==> config.mk <==
export PLATFORM = sky130hd
export DESIGN_NAME = video_func_switcher
export DESIGN_NICKNAME = d
export VERILOG_FILES = /design/src/rtl/video_func_switcher.sv
export SDC_FILE = /design/constraint.sdc
export NUM_CORES = 1
export LEC_CHECK = 0
export BUFFER_PORTS_ARGS = -buffer_cell sky130_fd_sc_hd__buf_2
export CAP_MARGIN = 10
export CORE_MARGIN = 5
export CORE_UTILIZATION = 39
export CTS_BUF_LIST = sky130_fd_sc_hd__clkbuf_2
export CTS_CLUSTER_SIZE = 12
export DETAILED_ROUTE_END_ITERATION = 16
export GPL_TIMING_DRIVEN = 0
export PLACE_DENSITY_LB_ADDON = 0.15
export SLEW_MARGIN = 20
export SYNTH_ARGS = -nofsm -noshare
export SYNTH_HDL_FRONTEND = slang
export SYNTH_SLANG_ARGS = --single-unit
==> constraint.sdc <==
create_clock -name clk -period 1.7 [get_ports clk]
set_clock_uncertainty 0.1 [all_clocks]
set_input_delay 0.17 -clock clk [delete_from_list [all_inputs] [get_ports clk]]
set_output_delay 0.17 -clock clk [all_outputs]
set_load 0.005 [all_outputs]
==> src/rtl/video_func_switcher.sv <==
// video_func_switcher
// Selects which of NUM_FUNC video functions drives the display. A switch
// request is latched in IDLE, committed on the next frame_start, and then
// followed by BLANK_FRAMES black frames. The pixel path is a two-stage
// pipeline. The function index that issued an address also selects the
// colour for that address, so one pixel never mixes sources.
//
// Ports:
//   clk, rst            clock, asynchronous active-high reset
//   req_valid, req_func switch request strobe and requested function index
//   req_ready           high while idle (able to accept a request)
//   req_err             one-cycle pulse after an out-of-range request
//   frame_start         one-cycle pulse at each frame start
//   display_addr        pixel address from the timing generator
//   addr_valid          display_addr is an active pixel
//   func_color          flattened colours, function i at [i*COLOR_W +: COLOR_W]
//   func_addr, func_en  registered address broadcast and one-hot owner enable
//   display_color       registered colour to the DAC
//   active_func         currently committed function
//   switching           high while a switch is pending or blanking
module video_func_switcher #(
    parameter int unsigned NUM_FUNC     = 4,
    parameter int unsigned SEL_W        = 2,
    parameter int unsigned ADDR_W       = 20,
    parameter int unsigned COLOR_W      = 3,
    parameter int unsigned BLANK_FRAMES = 1
) (
    input  logic                        clk,
    input  logic                        rst,
    input  logic                        req_valid,
    input  logic [SEL_W-1:0]            req_func,
    output logic                        req_ready,
    output logic                        req_err,
    input  logic                        frame_start,
    input  logic [ADDR_W-1:0]           display_addr,
    input  logic                        addr_valid,
    input  logic [NUM_FUNC*COLOR_W-1:0] func_color,
    output logic [ADDR_W-1:0]           func_addr,
    output logic [NUM_FUNC-1:0]         func_en,
    output logic [COLOR_W-1:0]          display_color,
    output logic [SEL_W-1:0]            active_func,
    output logic                        switching
);

    localparam int unsigned CNT_W = 4;
    localparam logic [SEL_W:0] NUM_FUNC_V = (SEL_W + 1)'(NUM_FUNC);

    typedef enum logic [1:0] {
        IDLE    = 2'd0,
        PENDING = 2'd1,
        BLANK   = 2'd2
    } state_t;

    state_t             state, state_nxt;
    logic [SEL_W-1:0]   pend_func, pend_nxt;
    logic [SEL_W-1:0]   active_nxt;
    logic [CNT_W-1:0]   blank_cnt, cnt_nxt;
    logic               req_err_nxt;
    logic               req_in_range;

    // Pipeline stage-1 side copies that travel with func_addr/func_en
    logic [SEL_W-1:0]   s1_sel;
    logic               s1_valid;
    logic               s1_blank;
    logic [COLOR_W-1:0] color_mux;

    assign req_in_range = ({1'b0, req_func} < NUM_FUNC_V);

    // State and control registers
    always_ff @(posedge clk or posedge rst) begin
        if (rst) begin
            state       <= IDLE;
            pend_func   <= '0;
            active_func <= '0;
            blank_cnt   <= '0;
            req_err     <= 1'b0;
            req_ready   <= 1'b1;
            switching   <= 1'b0;
        end else begin
            state       <= state_nxt;
            pend_func   <= pend_nxt;
            active_func <= active_nxt;
            blank_cnt   <= cnt_nxt;
            req_err     <= req_err_nxt;
            req_ready   <= (state_nxt == IDLE);
            switching   <= (state_nxt != IDLE);
        end
    end

    // Next-state logic; a frame_start seen while still IDLE never commits
    always_comb begin
        state_nxt   = state;
        pend_nxt    = pend_func;
        active_nxt  = active_func;
        cnt_nxt     = blank_cnt;
        req_err_nxt = 1'b0;
        case (state)
            IDLE: begin
                if (req_valid) begin
                    if (!req_in_range) begin
                        req_err_nxt = 1'b1;
                    end else if (req_func != active_func) begin
                        pend_nxt  = req_func;
                        state_nxt = PENDING;
                    end
                end
            end
            PENDING: begin
                if (frame_start) begin
                    active_nxt = pend_func;
                    cnt_nxt    = CNT_W'(BLANK_FRAMES);
                    state_nxt  = (BLANK_FRAMES == 0) ? IDLE : BLANK;
                end
            end
            BLANK: begin
                if (frame_start) begin
                    if (blank_cnt <= CNT_W'(1)) begin
                        cnt_nxt   = '0;
                        state_nxt = IDLE;
                    end else begin
                        cnt_nxt = blank_cnt - CNT_W'(1);
                    end
                end
            end
            default: state_nxt = IDLE;
        endcase
    end

    // Stage 1: broadcast address and owner enable, capture sel/valid/blank
    always_ff @(posedge clk or posedge rst) begin
        if (rst) begin
            func_addr <= '0;
            func_en   <= '0;
            s1_sel    <= '0;
            s1_valid  <= 1'b0;
            s1_blank  <= 1'b0;
        end else begin
            func_addr <= display_addr;
            func_en   <= addr_valid ? (NUM_FUNC'(1) << active_func) : '0;
            s1_sel    <= active_func;
            s1_valid  <= addr_valid;
            s1_blank  <= (state == BLANK);
        end
    end

    // Colour slice chosen by the index that issued the stage-1 address
    always_comb begin
        color_mux = '0;
        for (int unsigned i = 0; i < NUM_FUNC; i++) begin
            if (s1_sel == SEL_W'(i)) begin
                color_mux = func_color[i*COLOR_W +: COLOR_W];
            end
        end
    end

    // Stage 2: colour to the DAC, black during blank frames
    always_ff @(posedge clk or posedge rst) begin
        if (rst) begin
            display_color <= '0;
        end else begin
            display_color <= (s1_valid && !s1_blank) ? color_mux : '0;
        end
    end

endmodule

Word level (Yosys, flattened, before mapping)
Index checks and enable logic that the tools add are counted.

$add $sub $neg: 1. $lt $le $gt $ge: 1. Eq/ne operators: 8. Shift-type cells: 1. Muxes and demuxes: 16. Reductions and logical operators: 10.

Operators with widths (count): 4-bit 2-to-1 mux (4); 3-bit 2-to-1 mux (5); 2-bit 2-to-1 mux (5); 4-bit one-hot mux with 2 select lines (1); 2-bit equality test (second input constant) (3); 2-bit zero test (3); 2-bit one-hot mux with 3 select lines (1); 3-bit AND reduction (2); 2-bit by 1-bit equality test with 1-bit output (second input constant) (2); 4-bit by 1-bit <= comparator with 1-bit output (second input constant) (1); 2-bit != test (second input constant) (2); 2-bit nonzero test (2); 1-bit by 2-bit << shifter with 4-bit output (first input constant) (1); 4-bit by 1-bit subtractor with 4-bit output (second input constant) (1); 2-bit != test (1); 2-bit AND reduction (1); 1-bit logical AND (1); 1-bit zero test (1).

Register bits: 43. Input port bits: 39. Logic and storage cells: 49.

Longest topological paths before layout
Word-level depth: 6. Mapped depth: 6. Gate-level depth less buffers: 6.

Worst setup path before layout
Ideal clock, no wire load.

Kind: register -> register. From: register active_func[1]. To: register pend_func[0]. Arrival: 1.331 ns. Data required time: 1.475 ns. Path slack: 0.144 ns. Stages on the path, launching flop included: 5. Period minus slack after synthesis: 1.556 ns. Path through: dfrtp_1 xor2_1 o21ai_1 or3_4 mux2_4.

Word-level cells in the longest chain between the ends: 2.

Ends and longest elaborated chain: start, declared (RTL line 41) `output logic [SEL_W-1:0] active_func,`; start signal, assigned (RTL line 82) `active_func <= active_nxt;`; 2-bit != test (RTL line 102) `end else if (req_func != active_func) begin`; 3-bit AND reduction (no line); end signal, assigned (RTL line 81) `pend_func <= pend_nxt;`; end, declared (RTL line 55) `logic [SEL_W-1:0] pend_func, pend_nxt;`.

No other way between the ends. A chain may end at the register's enable or synchronous reset.

Final worst setup path
From: input port req_func[1]. To: register pend_func[1].

Word-level cells in the longest chain between the ends: 2.

Ends and longest elaborated chain: start, declared (RTL line 31) `input logic [SEL_W-1:0] req_func,`; 2-bit != test (RTL line 102); 3-bit AND reduction (no line).

Several ways; a longest one is shown, not always the timed one.

==> impl_metrics.py <==
metrics = {
    "sta": {
        "slew_viol_final": 0,
        "hold_violations": 0,
        "setup_viol": 0,
        "min_period_ns": 1.622,
        "fmax_mhz": 616.6,
        "grt_setup_unrepaired": "no",
        "hold-worst-slack_ns": 0.08093,
        "post-route-period-util_pct": 95.40,
    },
    "floorplan": {
        "start_util_pct": 40.88,
        "die_area_mm2": 0.005277,
        "die_x_um": 72.64,
        "die_height_um": 72.64,
        "core_area_mm2": 0.003744,
        "pin_count": 71,
        "rows": 22,
    },
    "clocking": {
        "clock_latency_ns": 0.38,
        "cts.clk_slew.worst_paths_ns": 0.20,
        "cts_tree": "yes",
        "clockBufferDepth": 2,
        "cts_buffers": 5,
        "htreeDepth": 2,
        "root_buffer": "clkbuf_2",
        "cts.sinks": 43,
    },
    "placement": {
        "placed_area_mm2": 0.001958,
        "port_buffers": 68,
        "hpwl_um": 2490,
        "place.gp.congestion": 0.8552,
    },
    "run_status": {
        "outcome": "complete, no violations",
    },
    "worst_setup_path": {
        "critical_path.top_delay_family": "buffers and inverters",
        "start_kind": "input port",
        "crit_path_top_delay_cell": "dlygate4sd3_1",
        "timing.critical_path.buf_inv": 2,
        "crit_path_cell_trace": "dlygate4sd3_1, buf_2, xor2_1, o21ai_1, or3_4, mux2_4",
        "max_stage_delay_ns": 0.53,
        "crit_type": "in -> reg",
        "end_kind": "register",
        "cp_max_fo": 3,
        "required_ns": 1.89,
        "crit_arrival_ns": 1.81,
        "r2r_slack_ns": 0.09,
    },
    "finish": {
        "diodes": 0,
        "areaGrowthSynthToFinish_pct": 47.91,
        "nets": 252,
        "drive_gt1_share_pct": 42.92,
        "final_cell_mix": "buf_2, dfrtp_1, dlygate4sd3_1, nor2_1, o21ai_0",
        "final_common_cell": "buf_2",
        "final_cell_area_mm2": 0.002263,
    },
    "drt": {
        "totalWireLength_um": 3339,
        "drt_iter0_markers": 29,
        "dr.pass1.iters": 4,
        "vias": 1207,
        "vias_per_cell": 4.642,
        "ant_nets": 0,
        "drc_errors": 0,
        "avgRoutedWirePerCell_um": 12.84,
    },
    "synth": {
        "async_flop_share_pct": 100.0,
        "netlist_instances": 108,
        "synth_area_mm2": 0.001530,
        "yosysWarnings": 0,
        "ys_types": 32,
        "ys_seq_area_share_pct": 70.40,
        "syn_area_per_cell_um2": 14.17,
        "ys.flop_type": "dfrtp_1",
        "synth_nets": 149,
        "ys_seq_elements": 43,
        "synth_edf_count": 0,
    },
    "power_and_ir_drop": {
        "ir_worst_vdd_mv": 0.6965,
        "powerDensity_mw_per_mm2": 1200,
        "p_leak_nw": 1.128,
        "total_power_w": 0.002717,
    },
    "worst_hold_path": {
        "hold_path_class": "in -> reg",
    },
    "run": {
        "drv_cap": 0,
    },
    "global_routing": {
        "grt_pass1_vias": 1223,
        "grt_overflow": 0,
        "grt_util_all_layers_pct": 13.49,
        "grt_pass1_wl_um": 5471,
        "grt_max_degree": 25,
        "grt_antenna_before_repair": 0,
    },
}
[logic make-up (layout without fill, tap and decap cells)]
group | count (synthesis) | in the layout | synth area share, %
flops | 43 | 43 | 70.40
simple gates | 27 | 27 | 9.241
compound gates | 17 | 17 | 7.032
buf+inv | 9 | 113 | 2.453
mux | 7 | 7 | 7.849
fa+ha+maj | 2 | 2 | 1.635
xor+xnor | 2 | 2 | 1.145
other cells | 1 | 1 | 0.2451
[layout make-up]
cell class | count | area [um^2]
flip-flops and latches | 43 | 1080
clock inverters | 3 | 15.01
inverters | 5 | 18.77
well taps | 48 | 60.06
clock buffers | 5 | 25.02
repair buffers | 96 | 630.6
multi-input cells | 56 | 415.4
plain buffers | 4 | 18.77
fillers | 326 | 1480
[report_power, final]
| group | internal [W] | leakage [nW] | switching [W] |
|---|---|---|---|
| logic | 0.000501 | 0.588 | 0.000410 |
| clock network | 0.0000918 | 0.0241 | 0.000300 |
| registers | 0.00126 | 0.517 | 0.000149 |
| total | 0.00186 | 1.13 | 0.000859 |
[cells in the mapped netlist, types with 2 or more instances]
| master | count | area share, % |
|---|---|---|
| o211ai_1 | 2 | 0.98 |
| nand3_1 | 2 | 0.65 |
| mux4_2 | 3 | 4.4 |
| o21ai_0 | 7 | 2.3 |
| mux2_2 | 2 | 1.5 |
| xor2_1 | 2 | 1.1 |
| clkbuf_1 | 3 | 0.74 |
| nor2_1 | 8 | 2.0 |
| nor2b_1 | 4 | 1.6 |
| inv_1 | 5 | 1.2 |
| ha_1 | 2 | 1.6 |
| nand2_1 | 5 | 1.2 |
| dfrtp_1 | 42 | 69 |
| a32oi_1 | 2 | 1.1 |
| mux2_4 | 2 | 2.0 |
[metrics by stage]
stage	cells	setup slack, ns	setup TNS [ns]	utilization (%)
2_1_floorplan	108	0.1442	0	-
3_3_place_gp	224	-0.04300	-1.753	51.57
3_5_place_dp	225	-0.002149	-0.002149	52.31
4_1_cts	257	0.01411	0	59.86
5_1_grt	260	0.007931	0	60.46
6_report	260	0.07825	0	60.46
[worst register-to-register path, stage by stage (launching register included)]
cell and delay [ns]:
dfrtp_2 0.45, xor2_1 0.15, o21ai_1 0.14, or3_4 0.38, mux2_4 0.31
[final timing paths]
| path | startpoint | endpoint | depth (start not counted) |
|---|---|---|---|
| setup / recovery | req_func[1] | pend_func[1] | 6 |
| hold / removal | frame_start | state[0] | 2 |
| setup reg to reg | active_func[1] | pend_func[1] | 4 |
| hold reg to reg | pend_func[1] | pend_func[1] | 1 |
| max in group asynchronous | rst | req_ready | 4 |
| min in group asynchronous | rst | func_addr[19] | 3 |
[timing repair]
item,in CTS,in global routing
setup buffers,0,3
endpoints found under the hold margin,69,0
setup endpoints to repair,2,7
hold buffers,24,0
gates resized for setup,2,1
[state kept, by name, indices dropped and copies added, names as in the netlist]
register,count
s1_sel,2
s1_valid,1
blank_cnt,4
display_color,3
active_func,2
func_en,4
switching,1
pend_func,2
state,2
func_addr,20
s1_blank,1
req_ready,1
[per-layer routing]
metal | share of wire [%] | GRT usage (%)
met5 | 0 | 0
met4 | 1.5 | 3.074
met3 | 12 | 5.510
met2 | 48 | 22.95
met1 | 39 | 15.99
Note: power is estimated with default switching activity, not from simulation.
